**config.mk**
```make
export PLATFORM = sky130hd
export DESIGN_NAME = vs10xx_spi_ctrl
export DESIGN_NICKNAME = d
export VERILOG_FILES = /design/src/rtl/vs10xx_spi_ctrl.sv
export SDC_FILE = /design/constraint.sdc
export NUM_CORES = 1
export LEC_CHECK = 0
export ABC_AREA = 1
export BUFFER_PORTS_ARGS = -buffer_cell sky130_fd_sc_hd__buf_2
export CORE_UTILIZATION = 58
export DETAILED_ROUTE_END_ITERATION = 8
export MAX_ROUTING_LAYER = met4
export PLACE_DENSITY = 0.81
export SYNTH_ARGS = -nofsm -noshare
export SYNTH_HDL_FRONTEND = slang
export SYNTH_SLANG_ARGS = --single-unit
```
**constraint.sdc**
```tcl
create_clock -name CLK -period 4.85 [get_ports CLK]
set_input_delay 0.7275 -clock CLK [delete_from_list [all_inputs] [get_ports CLK]]
set_output_delay 0.7275 -clock CLK [all_outputs]
set_load 0.01 [all_outputs]
```
**src/rtl/vs10xx_spi_ctrl.sv**
```systemverilog
// SPI master for a VS10xx decoder: runs the hardware-reset sequence, then serves an SCI
// command stream and an SDI data stream over one mode-0 bus, commands taking priority.
module vs10xx_spi_ctrl #(
    parameter int CLK_DIV  = 50,
    parameter int DATA_W   = 32,
    parameter int RST_HOLD = 100,
    parameter int RST_WAIT = 1000000
) (
    input  logic              CLK,
    input  logic              RST,
    input  logic              restart,
    input  logic              cmd_valid,
    output logic              cmd_ready,
    input  logic              cmd_rd,
    input  logic [7:0]        cmd_addr,
    input  logic [15:0]       cmd_wdata,
    output logic              rd_valid,
    output logic [15:0]       rd_data,
    input  logic              data_valid,
    output logic              data_ready,
    input  logic [DATA_W-1:0] data_in,
    output logic              busy,
    output logic              MP3_RST,
    output logic              MP3_CS,
    output logic              MP3_DCS,
    output logic              MP3_MOSI,
    output logic              MP3_SCLK,
    input  logic              MP3_MISO,
    input  logic              MP3_DREQ
);

    // Shift register is wide enough for a 32-bit SCI frame or a full SDI word, MSB-aligned.
    localparam int          SR_W      = (DATA_W > 32) ? DATA_W : 32;
    localparam logic [31:0] HALF_LAST = 32'(CLK_DIV - 1);
    localparam logic [31:0] HOLD_LAST = 32'(RST_HOLD - 1);
    localparam logic [31:0] WAIT_LAST = 32'(RST_WAIT - 1);

    typedef enum logic [2:0] {
        ST_RESET_HOLD,
        ST_RESET_WAIT,
        ST_IDLE,
        ST_SCI_SHIFT,
        ST_SDI_SHIFT,
        ST_GUARD
    } state_t;

    state_t            state_reg, state_next;
    logic [31:0]       cnt_reg, cnt_next;
    logic [6:0]        bit_reg, bit_next;
    logic [SR_W-1:0]   sr_reg, sr_next;
    logic [15:0]       miso_sr_reg, miso_sr_next;
    logic              rd_op_reg, rd_op_next;
    logic              sclk_reg, sclk_next;
    logic              cs_reg, cs_next;
    logic              dcs_reg, dcs_next;
    logic              mosi_reg, mosi_next;
    logic              mp3_rst_reg, mp3_rst_next;
    logic [15:0]       rd_data_reg, rd_data_next;
    logic              rd_valid_reg, rd_valid_next;

    logic [1:0]        meta_reg, sync_reg;
    logic              dreq_s, miso_s;
    logic              cmd_hs, data_hs;
    logic [31:0]       sci_word;
    logic [6:0]        last_bit;

    // Bit 1 carries DREQ, bit 0 carries MISO.
    always_ff @(posedge CLK or posedge RST) begin
        if (RST) begin
            meta_reg <= 2'b00;
            sync_reg <= 2'b00;
        end else begin
            meta_reg <= {MP3_DREQ, MP3_MISO};
            sync_reg <= meta_reg;
        end
    end
    assign dreq_s = sync_reg[1];
    assign miso_s = sync_reg[0];

    assign cmd_ready  = (state_reg == ST_IDLE) && dreq_s;
    assign data_ready = cmd_ready && !cmd_valid;
    assign cmd_hs     = cmd_valid && cmd_ready;
    assign data_hs    = data_valid && data_ready;
    assign busy       = (state_reg != ST_IDLE);

    assign sci_word = {(cmd_rd ? 8'h03 : 8'h02), cmd_addr, (cmd_rd ? 16'h0000 : cmd_wdata)};
    assign last_bit = (state_reg == ST_SCI_SHIFT) ? 7'd31 : 7'(DATA_W - 1);

    always_ff @(posedge CLK or posedge RST) begin
        if (RST) begin
            state_reg    <= ST_RESET_HOLD;
            cnt_reg      <= '0;
            bit_reg      <= '0;
            sr_reg       <= '0;
            miso_sr_reg  <= '0;
            rd_op_reg    <= 1'b0;
            sclk_reg     <= 1'b0;
            cs_reg       <= 1'b1;
            dcs_reg      <= 1'b1;
            mosi_reg     <= 1'b0;
            mp3_rst_reg  <= 1'b0;
            rd_data_reg  <= '0;
            rd_valid_reg <= 1'b0;
        end else begin
            state_reg    <= state_next;
            cnt_reg      <= cnt_next;
            bit_reg      <= bit_next;
            sr_reg       <= sr_next;
            miso_sr_reg  <= miso_sr_next;
            rd_op_reg    <= rd_op_next;
            sclk_reg     <= sclk_next;
            cs_reg       <= cs_next;
            dcs_reg      <= dcs_next;
            mosi_reg     <= mosi_next;
            mp3_rst_reg  <= mp3_rst_next;
            rd_data_reg  <= rd_data_next;
            rd_valid_reg <= rd_valid_next;
        end
    end

    always_comb begin
        state_next    = state_reg;
        cnt_next      = cnt_reg;
        bit_next      = bit_reg;
        sr_next       = sr_reg;
        miso_sr_next  = miso_sr_reg;
        rd_op_next    = rd_op_reg;
        sclk_next     = sclk_reg;
        cs_next       = cs_reg;
        dcs_next      = dcs_reg;
        mosi_next     = mosi_reg;
        mp3_rst_next  = mp3_rst_reg;
        rd_data_next  = rd_data_reg;
        rd_valid_next = 1'b0;

        case (state_reg)
            ST_RESET_HOLD: begin
                mp3_rst_next = 1'b0;
                if (cnt_reg == HOLD_LAST) begin
                    state_next   = ST_RESET_WAIT;
                    cnt_next     = '0;
                    mp3_rst_next = 1'b1;
                end else begin
                    cnt_next = cnt_reg + 32'd1;
                end
            end
            ST_RESET_WAIT: begin
                if (cnt_reg == WAIT_LAST) begin
                    state_next = ST_IDLE;
                    cnt_next   = '0;
                end else begin
                    cnt_next = cnt_reg + 32'd1;
                end
            end
            ST_IDLE: begin
                cnt_next = '0;
                bit_next = '0;
                if (cmd_hs) begin
                    sr_next    = SR_W'(sci_word) << (SR_W - 32);
                    mosi_next  = sci_word[31];
                    rd_op_next = cmd_rd;
                    cs_next    = 1'b0;
                    state_next = ST_SCI_SHIFT;
                end else if (data_hs) begin
                    sr_next    = SR_W'(data_in) << (SR_W - DATA_W);
                    mosi_next  = data_in[DATA_W-1];
                    rd_op_next = 1'b0;
                    dcs_next   = 1'b0;
                    state_next = ST_SDI_SHIFT;
                end
            end
            ST_SCI_SHIFT, ST_SDI_SHIFT: begin
                if (cnt_reg == HALF_LAST) begin
                    cnt_next = '0;
                    if (!sclk_reg) begin
                        sclk_next = 1'b1;
                        // Only the data half of a read frame carries MISO payload.
                        if (state_reg == ST_SCI_SHIFT && rd_op_reg && bit_reg >= 7'd16)
                            miso_sr_next = {miso_sr_reg[14:0], miso_s};
                    end else begin
                        sclk_next = 1'b0;
                        if (bit_reg == last_bit) begin
                            state_next = ST_GUARD;
                            cs_next    = 1'b1;
                            dcs_next   = 1'b1;
                            if (state_reg == ST_SCI_SHIFT && rd_op_reg) begin
                                rd_data_next  = miso_sr_reg;
                                rd_valid_next = 1'b1;
                            end
                        end else begin
                            bit_next  = bit_reg + 7'd1;
                            sr_next   = sr_reg << 1;
                            mosi_next = sr_reg[SR_W-2];
                        end
                    end
                end else begin
                    cnt_next = cnt_reg + 32'd1;
                end
            end
            ST_GUARD: begin
                if (cnt_reg == HALF_LAST) begin
                    state_next = ST_IDLE;
                    cnt_next   = '0;
                end else begin
                    cnt_next = cnt_reg + 32'd1;
                end
            end
            default: begin
                state_next = ST_RESET_HOLD;
                cnt_next   = '0;
            end
        endcase

        // Abort wins over everything, including a read completing this cycle.
        if (restart) begin
            state_next    = ST_RESET_HOLD;
            cnt_next      = '0;
            bit_next      = '0;
            sclk_next     = 1'b0;
            cs_next       = 1'b1;
            dcs_next      = 1'b1;
            mosi_next     = 1'b0;
            mp3_rst_next  = 1'b0;
            rd_valid_next = 1'b0;
        end
    end

    assign MP3_RST  = mp3_rst_reg;
    assign MP3_CS   = cs_reg;
    assign MP3_DCS  = dcs_reg;
    assign MP3_MOSI = mosi_reg;
    assign MP3_SCLK = sclk_reg;
    assign rd_data  = rd_data_reg;
    assign rd_valid = rd_valid_reg;

endmodule
```
Yosys cells after proc, flatten, opt, wreduce, memory -nomap -nowiden

Cells that the tools add are included.
W data, S select, Z words.

Register bits after elaboration: 116
Latch bits: 0
Bits in writable memories: 0
Bits in read-only memories: 0
Input bits: 64
Output and inout bits: 25
Word-level logic and storage cells: 129
Memories: 0

Add/subtract/negate cells: 2
$mul: 0
Divide/modulo/power cells: 0
Order comparisons: 1
Equality and inequality tests: 25
Shift operators: 0
Muxes and demuxes: 59
Bitwise logic cells: 1
Reduce and logical (&&, ||, !) cells: 26

Operators with widths:

| kind                    | count |
|---|---|
| $mux W31                | 5 |
| $mux W32                | 4 |
| $pmux W32 S3            | 1 |
| $pmux W31 S2            | 1 |
| $ne A3 B3 Y1 const B    | 11 |
| $add A32 B1 Y32 const B | 1 |
| $eq A32 B20 Y1 const B  | 1 |
| $eq A32 B6 Y1 const B   | 1 |
| $eq A32 B7 Y1 const B   | 1 |
| $mux W1                 | 29 |
| $mux W7                 | 4 |
| $mux W3                 | 9 |
| $reduce_and A5 Y1       | 4 |
| $mux W16                | 1 |
| $pmux W3 S5             | 1 |
| $pmux W7 S2             | 1 |
| $reduce_bool A2 Y1      | 5 |
| $reduce_and A4 Y1       | 2 |
| $add A7 B1 Y7 const B   | 1 |
| $eq A7 B5 Y1 const B    | 1 |
| $ge A7 B5 Y1 const B    | 1 |
| $reduce_and A7 Y1       | 1 |
| $eq A3 B2 Y1 const B    | 2 |
| $eq A3 B3 Y1 const B    | 2 |
| 14 further kinds        | 24 |

Logic depth before layout (Yosys ltp)

Gate-level depths: netlist of run 1.

Depth in word-level cells: 8
Depth in mapped cells: 14
Depth with buffers taken out: 13

Worst setup path after synthesis of run 1

OpenSTA, ideal clock, no wires.

Kind: input port to flip-flop
Start point: input cmd_valid
End point: register sr_reg[10]
Setup time: 123 ps
Data arrival time: 1,706 ps
Required time: 4,727 ps
Path slack: 3,021 ps
Stages: 7
Cell sequence: nor3_4 > nand2_1 > a21oi_2 > nand2_2 > clkinv_2 > buf_2 > o21ai_2

Cells in the longest elaborated chain, start to end: 5
Elaborated cells between the ends (all ways): 8

Ends and longest elaborated chain:

| what                               | RTL line | text |
|---|---|---|
| from (decl)                        | 12       | `input logic cmd_valid,` |
| $logic_not A1 Y1                   | 81       | `assign data_ready = cmd_ready && !cmd_valid;` |
| $logic_and A1 B1 Y1                | 81       |  |
| $logic_and A1 B1 Y1                | 83       | `assign data_hs = data_valid && data_ready;` |
| $ne A3 B3 Y1 (no source line)      | --       |  |
| $reduce_and A5 Y1 (no source line) | --       |  |
| to (signal assigned)               | 108      | `sr_reg <= sr_next;` |
| to (decl)                          | 50       | `logic [SR_W-1:0] sr_reg, sr_next;` |

Parallel ways exist; a longest one is shown, timed or not.
A chain may end at the register's enable or synchronous reset.

Worst setup path in the final report of run 1

Start point: register state_reg[1]
End point: register bit_reg[5]

Cells in the longest elaborated chain, start to end: 4
Elaborated cells between the ends (all ways): 11

Ends and longest elaborated chain:

| what                                                          | RTL line | text |
|---|---|---|
| from (decl)                                                   | 47       | `state_t state_reg, state_next;` |
| from (signal assigned)                                        | 105      | `state_reg <= state_next;` |
| $eq A3 B2 Y1 or $eq A3 B3 Y1 (tied branches)                  | 136      | `case (state_reg)` |
| $reduce_or A2 Y1                                              | 136      |  |
| $ne A3 B3 Y1 (no source line), or another cell as far along   | --       |  |
| $reduce_and A4 Y1 (no source line) or $mux W7 (tied branches) | --       |  |
| to (signal assigned)                                          | 107      | `bit_reg <= bit_next;` |
| to (decl)                                                     | 49       | `logic [6:0] bit_reg, bit_next;` |

Parallel ways exist; a longest one is shown, timed or not.

==> run_results.csv, run 1 <==
group,metric,value,unit
outcome,outcome,"complete, no violations",
synthesis,ys_types,35,
clocking,path_clk_slew,0.06,ns
floorplan,boundaryPins,89,
global_routing,track_usage,0.283,
drt,ant_nets,0,
drt,dr_wl_met3,712,um
synthesis,netlist_area,6310,um2
pwr,p_switching,1170,uW
sta,whs,0.312,ns
floorplan,fp.dieH,106,um
critical_path,crit_start,"state_reg[1]",
layout,layout_commonest_cell,"nand2_1",
drt,top_layer,"met4",
pwr,swShare,0.348,
critical_path,cp-start-kind,"register",
synthesis,synth_cells,840,
sta,fin_crit_sh,0.593,
sta,rsz0062_at_grt,"no",
worst_hold_path,hp-class,"primary input to register",
global_routing,grt_max_degree,82,
critical_path,required,5.26,ns
synthesis,seq_area_frac_synth,0.461,
synthesis,yosys.area.top_type,"dfrtp_1",
clocking,clockBufferDepth,2,
place,gp_congestion,0.894,
critical_path,cp-end-kind,"register",
worst_hold_path,hold_start,"MP3_DREQ",
critical_path,critPathArrivalTime,3.29,ns
clocking,clock_latency,0.52,ns
clocking,cts_tree,"built",
clocking,cts_root_buf,"clkbuf_8",
drt,via_per_inst,5.29,
clocking,ctsHoldBuffers,0,
clocking,cts_buffers,17,
layout,nNetsFinal,987,
critical_path,crit_fanout,69,
drt,drt_iter0_drc,363,
floorplan,rows,37,
global_routing,grt_pass1_vias,5408,
sta,setup_tns,0,ns
sta,setup_violations,0,
floorplan,die_x,106,um
clocking,post_cts_buffers,0,
drt,firstDrtPassIters,5,
sta,worst_pin_slew,1.19,ns
place,port_buffers,88,
floorplan,start_util,0.606,
critical_path,r2r_cells,11,
layout,area_growth,16.4,%
layout,n_antenna_cell,0,
sta,finalHoldViolations,0,
layout,fin_area,7340,um2
place,dp.cells,1036,
drt,wirelength,14300,um
critical_path,crit_type,"register to register",
clocking,htreeDepth,4,
critical_path,rr_endpoint,"bit_reg[5]",
pwr,leakage,0.00365,uW
global_routing,grt_antenna_before_repair,0,
synthesis,synth_top_area_frac,0.452,
drt,routedWlPerCell,13.4,um
clocking,ctsResizeCount,0,
drt,drcViolationCount,0,
layout,drive_gt1_frac,0.175,
drt,vias,5648,
critical_path,r2r-start,"state_reg[1]",
run,drv_cap,0,
pwr,pwr_density_cell,459,nW/um2
sta,min_period,2.88,ns
critical_path,ff2ff_setup_slack,1.97,ns
synthesis,synth_nets,908,
synthesis,synth_area_leaders,"dfrtp_1, nand2_1, nor2_1",
drt,wl_met2,6620,um
floorplan,core_area,10400,um2
layout,largest_register_ffs,32,
clocking,cts.sinks,116,
pwr,seqPwrFrac,0.365,
synthesis,ys_warn_count,0,
synthesis,syn_area_per_cell,7.51,um2
sta,slew_headroom,0.204,
worst_hold_path,min_to,"meta_reg[1]",
pwr,pwr-share-clk,0.346,
place,post-dp-hpwl,9710,um
sta,fin_skew,0.00567,ns
place,dpl_cell_area,6780,um2
synthesis,ys_ff_latch,116,
drt,met1_length,6610,um
pwr,pwr-share-comb,0.289,
worst_hold_path,min_path_cells,1,
floorplan,die_area,11300,um2
layout,layout_common_cells,"nand2_1, nor2_1, dfrtp_1, inv_1, buf_2",
sta,drv_slew,0,
pwr,power,3370,uW
pwr,power.internal,2200,uW
global_routing,gr-total-overflow,0,
global_routing,grt_pass1_wl,24600,um
layout,final-instance-count-excl-fill,1067,
sta,clock.fmax,348,MHz
pwr,ir_drop,0.283,mV
-- through the flow --
step | util | setup WS [ns]
6_report | 0.705 | 1.97
5_1_grt | 0.705 | 1.62
4_1_cts | 0.705 | 1.97
3_5_place_dp | 0.651 | 1.88
3_3_place_gp | 0.651 | 1.99
2_1_floorplan | - | 1.05
-- how the worst max path moves through the flow --
stage,endpoint,slack (ns),depth (start not counted)
global placement,sr_reg[16],1.99,9
finish,bit_reg[5],1.97,11
global route,bit_reg[5],1.62,11
floorplan,MP3_MOSI,1.05,1
detailed placement,sr_reg[23],1.88,8
CTS,bit_reg[5],1.97,11
-- worst max-delay path: stages (launching register included) --
cell and delay, ns:
dfrtp_1 0.46, inv_1 0.10, nand3_1 0.11, nand2_2 0.11
inv_2 0.70, nor2_2 0.18, nand2_2 0.17, nand2_1 0.06
nor2_1 0.51, inv_1 0.19, nand2_1 0.11, nand2_1 0.05
-- per-layer routing --
layer  GRT usage  vias up
met5           -        -
li1            -     2856
met1       0.369     2580
met2       0.439      181
met3      0.0595       31
met4       0.101        0
-- layout make-up --
cell class | instances | area [um2]
Clock buffer | 22 | 483
Clock inverter | 9 | 77.6
Fill cell | 865 | 3080
Inverter | 123 | 465
Multi-Input combinational cell | 572 | 2790
Sequential cell | 116 | 2910
Tap cell | 136 | 170
Timing Repair Buffer | 89 | 448
-- synthesized netlist by cell type --
master       n
dfrtp_1    114
ha_1         4
buf_6        3
nand3_4      1
clkinv_2     1
dfstp_2      2
a32oi_1      1
nor2_2       3
nand3_2      1
nand4_1     14
inv_2        5
nand3b_1     2
nor3b_1      1
a21oi_1     41
inv_1      115
xor2_1      16
o21ai_1      1
buf_2       10
nor3_4       2
nor2_1     117
buf_4        1
nand3_1     40
o2111ai_1    1
xnor2_1      2
nor4_1       6
a31oi_1      1
o21ai_2     20
nand2_1    179
nand2_2      6
a21oi_2      1
nor3_1      18
o21ai_0     70
clkinv_1     2
clkbuf_1    15
o22ai_1     24
-- kinds of logic (layout without fill, tap and decap cells) --
kind of cell | Yosys count | count (layout) | share of synthesized area
adder cells (fa/ha/maj) | 4 | 4 | 0.00794
XOR/XNOR | 18 | 18 | 0.0250
buffers and inverters | 152 | 243 | 0.0968
AO/OA/AOI/OAI | 160 | 160 | 0.146
flip-flops | 116 | 116 | 0.461
AND/OR/NAND/NOR | 390 | 390 | 0.264
-- power groups by stage --
stage               clock (uW)  combinational, uW  sequential [uW]
finish                    1170                975             1230
detailed placement           0                970             1240
floorplan                    0                793             1230
global placement             0                943             1230
global route              1220               1120             1250
CTS                       1180                980             1230
(Power assumes the default switching activity.)
==> run 2: changes to the inputs <==
clock period = 2.9 ns   (was 4.85 ns; I/O delays follow)
==> run 2 against run 1 <==
Cell count up 0.84%. Combinational power rose by 68%. Sequential share of layout area decreased by 0.67 points. Sequential power increased by 67%. Power increased by 72%. Core utilization rose by 1.2 points. Worst setup slack got worse by 1.4 ns. Global-route usage up 0.58 points. Clock skew up 0.0030 ns. Routed wire length grew 1.5%. Critical endpoint is now bit_reg[3].
==> run_results.csv, run 2 (synthesis gave the netlist of run 1 again) <==
group,metric,value,unit
pwr,leakage,0.00370,uW
drt,ant_nets,0,
layout,fillers,848,
sta,fin_crit_sh,0.819,
critical_path,ff2ff_setup_slack,0.53,ns
critical_path,rr_endpoint,"bit_reg[3]",
critical_path,required,3.30,ns
sta,slew_headroom,0.384,
sta,rsz0062_at_grt,"no",
floorplan,die_area,11300,um2
clocking,cts_root_buf,"clkbuf_8",
floorplan,boundaryPins,89,
drt,vias,5770,
floorplan,core_area,10400,um2
layout,fin_area,7470,um2
clocking,clock_latency,0.51,ns
clocking,cts.sinks,116,
clocking,clockBufferDepth,2,
critical_path,path_buf_inv,2,
sta,min_period,2.37,ns
floorplan,rows,37,
drt,firstDrtPassIters,5,
global_routing,grt_pass1_vias,5603,
sta,finalHoldViolations,0,
floorplan,start_util,0.606,
floorplan,die_x,106,um
critical_path,crit_end,"bit_reg[3]",
sta,drv_slew,0,
layout,layout_commonest_cell,"nand2_1",
clocking,path_clk_slew,0.06,ns
global_routing,grt_pass1_wl,25200,um
critical_path,worst_path_max_delay_cell,"nor2_1",
critical_path,cp-end-kind,"register",
run,drv_cap,0,
layout,seq_area,2910,um2
sta,setup_tns,0,ns
critical_path,path_depth,12,
critical_path,crit_chain,"inv_1, nand2_1, nor2_1, nand2_1, nor2_1, nand2_2, nand2_1, nand2_1, nor2_1, inv_1, nand2_1, nand2_1",
place,port_buffers,88,
place,dp.cells,1043,
layout,layout_common_cells,"nand2_1, nor2_1, dfrtp_1, inv_1, buf_2",
critical_path,critical_path.top_delay_family,"simple AND/OR/NAND/NOR gates",
clocking,cts_buffers,17,
worst_hold_path,hp-class,"primary input to register",
global_routing,grt_max_degree,76,
layout,n_antenna_cell,0,
clocking,ctsResizeCount,0,
sta,clock.fmax,421,MHz
critical_path,crit_path_frequent_cell,"nand2_1",
sta,setup_violations,0,
layout,final-instance-count-excl-fill,1076,
clocking,htreeDepth,4,
floorplan,fp.dieH,106,um
critical_path,crit_start,"cnt_reg[26]",
critical_path,crit_type,"register to register",
sta,fin_skew,0.00864,ns
drt,drt_iter0_drc,423,
layout,drive_gt1_frac,0.181,
global_routing,gr-total-overflow,0,
sta,final.setup.worst_slack,0.525,ns
place,dpl_cell_area,6860,um2
place,post-dp-hpwl,9990,um
layout,area_growth,18.4,%
critical_path,slowest_delay,0.50,ns
clocking,ctsHoldBuffers,1,
sta,whs,0.0314,ns
place,dp_slack,0.640,ns
sta,worst_pin_slew,0.915,ns
clocking,cts_tree,"built",
place,gp_congestion,0.948,
clocking,post_cts_buffers,0,
layout,largest_register_ffs,32,
drt,via_per_inst,5.36,
layout,nNetsFinal,995,
critical_path,crit_fanout,12,
drt,wirelength,14500,um
drt,drcViolationCount,0,
drt,routedWlPerCell,13.4,um
critical_path,r2r-start,"cnt_reg[26]",
layout,multi_input_comb_area,2790,um2
outcome,outcome,"complete, no violations",
critical_path,cp-start-kind,"register",
global_routing,track_usage,0.289,
global_routing,grt_antenna_before_repair,0,
critical_path,r2r_cells,12,
pwr,pwr_density_cell,775,nW/um2
critical_path,critPathArrivalTime,2.77,ns
pwr,ir_drop,0.493,mV
==> run 2: final cells by class <==
type                    instances  area share
clock buffers                  20      0.0597
clock inverters                12      0.0204
inverters                     123      0.0625
multi-input cells             572       0.374
flip-flops and latches        116       0.389
well taps                     136      0.0228
repair buffers                 97      0.0717
==> run 2: report_power, final <==
| group | switching, uW | internal [uW] | total (uW) | leakage (uW) |
|---|---|---|---|---|
| clock | 737 | 1350 | 2090 | 0.000284 |
| combinational | 1090 | 550 | 1640 | 0.00187 |
| sequential | 138 | 1920 | 2060 | 0.00155 |
==> run 2: per-stage QoR <==
step                utilization  power [uW]
finish                    0.717        5790
floorplan                     -        3380
global placement          0.658        3670
detailed placement        0.658        3710
CTS                       0.717        5810
global route              0.717        6170
==> run 2: worst reg2reg max path, delay by kind of cell, from the launching register on <==
kind / cells / cell delay (ns)
buffers and inverters: 2 / 0.37
DFF: 1 / 0.37
and+or+nand+nor: 10 / 1.53
==> run 2: how the worst min path moves through the flow <==
| stage | startpoint | endpoint | slack [ns] | depth (start not counted) |
|---|---|---|---|---|
| 2_1_floorplan | meta_reg[0] | sync_reg[0] | 0.33 | 0 |
| 3_3_place_gp | meta_reg[1] | sync_reg[1] | 0.33 | 0 |
| 3_5_place_dp | meta_reg[0] | sync_reg[0] | 0.34 | 0 |
| 4_1_cts | MP3_DREQ | meta_reg[1] | 0.02 | 1 |
| 5_1_grt | MP3_MISO | meta_reg[0] | 0.007 | 1 |
| 6_report | MP3_DREQ | meta_reg[1] | 0.03 | 1 |
==> run 2: routing by layer <==
metal	wire (um)	part of all wire	global-route usage
met1	6390	0.44	0.362
met2	6890	0.48	0.457
met3	797	0.055	0.0613
met4	384	0.027	0.119
met5	0	0	-
==> run 3: changes to the inputs <==
CORE_UTILIZATION = 52   (was 58)
PLACE_DENSITY = 0.76   (was 0.81)
clock period = 1.9 ns   (was 2.9 ns; I/O delays follow)
==> run 3 against run 2 <==
The run now ends with DRC left. Routed wire length up 13%. Power is 80% higher. Die area is 11% higher. First-iteration DRC count fell by 8.5%. Highest routed layer unchanged.
==> run_results.csv, run 3 (synthesis gave the netlist of run 1 again) <==
group,metric,value,unit
outcome,outcome,"complete, but fails checks",
outcome,violations,"DRC",
critical_path,crit_fanout,7,
layout,largest_register_ffs,32,
pwr,leakage,0.00411,uW
sta,final.setup.worst_slack,0.0657,ns
sta,clock.fmax,545,MHz
pwr,power.internal,7010,uW
critical_path,crit_type,"register to register",
floorplan,fp.dieH,112,um
critical_path,crit_chain,"ha_2, nand2_2, nor2_4, buf_6, nand2_2, nor2_2, nand2_2, nand2_2, nand3_4, nand2_8, clkbuf_16, a21oi_1",
pwr,ir_drop,1.02,mV
floorplan,rows,39,
layout,multi_input_comb_area,2980,um2
drt,routedWlPerCell,14.4,um
place,dp_slack,0.0266,ns
floorplan,boundaryPins,89,
floorplan,die_x,112,um
critical_path,critical_path.top_delay_family,"simple AND/OR/NAND/NOR gates",
clocking,cts.sinks,116,
clocking,clock_latency,0.41,ns
run,drv_cap,0,
drt,ant_nets,0,
critical_path,required,2.19,ns
layout,layout_commonest_cell,"nand2_1",
critical_path,cp-start-kind,"register",
drt,drcViolationCount,3,
critical_path,path_buf_inv,2,
pwr,pwr_density_cell,1250,nW/um2
layout,fin_area,8330,um2
drt,firstDrtPassIters,7,
layout,area_growth,32.1,%
worst_hold_path,hold_start,"data_in[31]",
critical_path,crit_start,"cnt_reg[0]",
global_routing,gr-total-overflow,0,
global_routing,grt_max_degree,60,
drt,drt_iter0_drc,387,
sta,rsz0062_at_grt,"yes",
global_routing,track_usage,0.266,
global_routing,grt_pass1_vias,5619,
floorplan,die_area,12600,um2
sta,worst_pin_slew,0.522,ns
place,post-dp-hpwl,10800,um
place,gp_congestion,0.897,
worst_hold_path,hp-class,"primary input to register",
pwr,pwr-share-clk,0.346,
place,port_buffers,88,
layout,utilization,0.717,
clocking,htreeDepth,4,
clocking,cts_tree,"built",
clocking,clockBufferDepth,2,
critical_path,slowest_delay,0.41,ns
pwr,pwr-share-comb,0.353,
pwr,swShare,0.329,
pwr,p_switching,3440,uW
layout,fillers,951,
clocking,cts_root_buf,"clkbuf_16",
global_routing,grt_antenna_before_repair,0,
drt,via_per_inst,5.24,
critical_path,critPathArrivalTime,2.13,ns
sta,fin_crit_sh,0.965,
sta,setup_violations,0,
floorplan,start_util,0.543,
layout,seq_area,2910,um2
pwr,seqPwrFrac,0.301,
sta,drv_slew,0,
critical_path,crit_path_frequent_cell,"nand2_2",
critical_path,r2r-start,"cnt_reg[0]",
clocking,path_clk_slew,0.05,ns
layout,nNetsFinal,1048,
layout,layout_common_cells,"nand2_1, dfrtp_1, inv_1",
drt,vias,5948,
place,dpl_cell_area,7180,um2
critical_path,cp-end-kind,"register",
sta,fin_skew,0.00876,ns
sta,finalHoldViolations,0,
floorplan,core_area,11600,um2
clocking,cts_buffers,17,
sta,setup_tns,0,ns
layout,drive_gt1_frac,0.275,
drt,wirelength,16300,um
sta,slew_headroom,0.652,
critical_path,worst_path_max_delay_cell,"dfrtp_1",
layout,n_antenna_cell,0,
sta,min_period,1.83,ns
global_routing,grt_pass1_wl,25800,um
-- run 3: worst paths after layout --
check                      depth (start not counted)     endpoint  slack, ns
min                                                3     MP3_MOSI       0.23
min reg2reg                                        0  sync_reg[1]       0.35
max                                               12  cnt_reg[25]       0.07
max reg2reg                                       12  cnt_reg[25]       0.07
min in group asynchronous                          3   cnt_reg[4]       0.40
max in group asynchronous                          4  rd_data[15]       0.81
-- run 3: layout make-up --
type,count,area share
Sequential cell,116,0.349
Multi-Input combinational cell,572,0.358
Inverter,123,0.0568
Clock buffer,21,0.0553
Tap cell,143,0.0215
Timing Repair Buffer,150,0.135
Clock inverter,10,0.0243
-- run 3: worst reg2reg max path, delay by kind of cell, from the launching register on --
| family | cells | cell delay, ns |
|---|---|---|
| simple gates | 8 | 0.73 |
| fa+ha+maj | 1 | 0.23 |
| compound gates | 1 | 0.04 |
| buf+inv | 2 | 0.30 |
| flops | 1 | 0.41 |
-- run 3: through the flow --
| stage | hold slack, ns | total power (uW) | cells |
|---|---|---|---|
| global placement | 0.296 | 5860 | 1086 |
| floorplan | 0.316 | 5160 | 840 |
| detailed placement | 0.301 | 5930 | 1086 |
| CTS | 0.221 | 9600 | 1120 |
| global route | 0.249 | 11000 | 1135 |
| finish | 0.234 | 10500 | 1135 |
-- run 3: power by group through the flow --
stage          Sequential (uW)  Combinational (uW)  Clock (uW)
2_1_floorplan             3130                2020           0
3_3_place_gp              3140                2720           0
3_5_place_dp              3160                2770           0
4_1_cts                   3140                2820        3640
5_1_grt                   3190                4020        3770
6_report                  3150                3690        3610
-- run 3: layer usage --
| metal | global-route usage | wire, um | share of wire |
|---|---|---|---|
| met1 | 0.334 | 7220 | 0.44 |
| met2 | 0.425 | 7950 | 0.49 |
| met3 | 0.0626 | 874 | 0.054 |
| met4 | 0.0889 | 244 | 0.015 |
| met5 | - | 0 | 0 |
-- run 3: what timing repair did --
action                                 CTS  global route
setup buffers                            0             7
pin swaps                                0            15
setup endpoints to repair                7           108
hold buffers                             3             0
gates resized for setup                  3            83
endpoints found under the hold margin   14             0
cloned                                   0             8
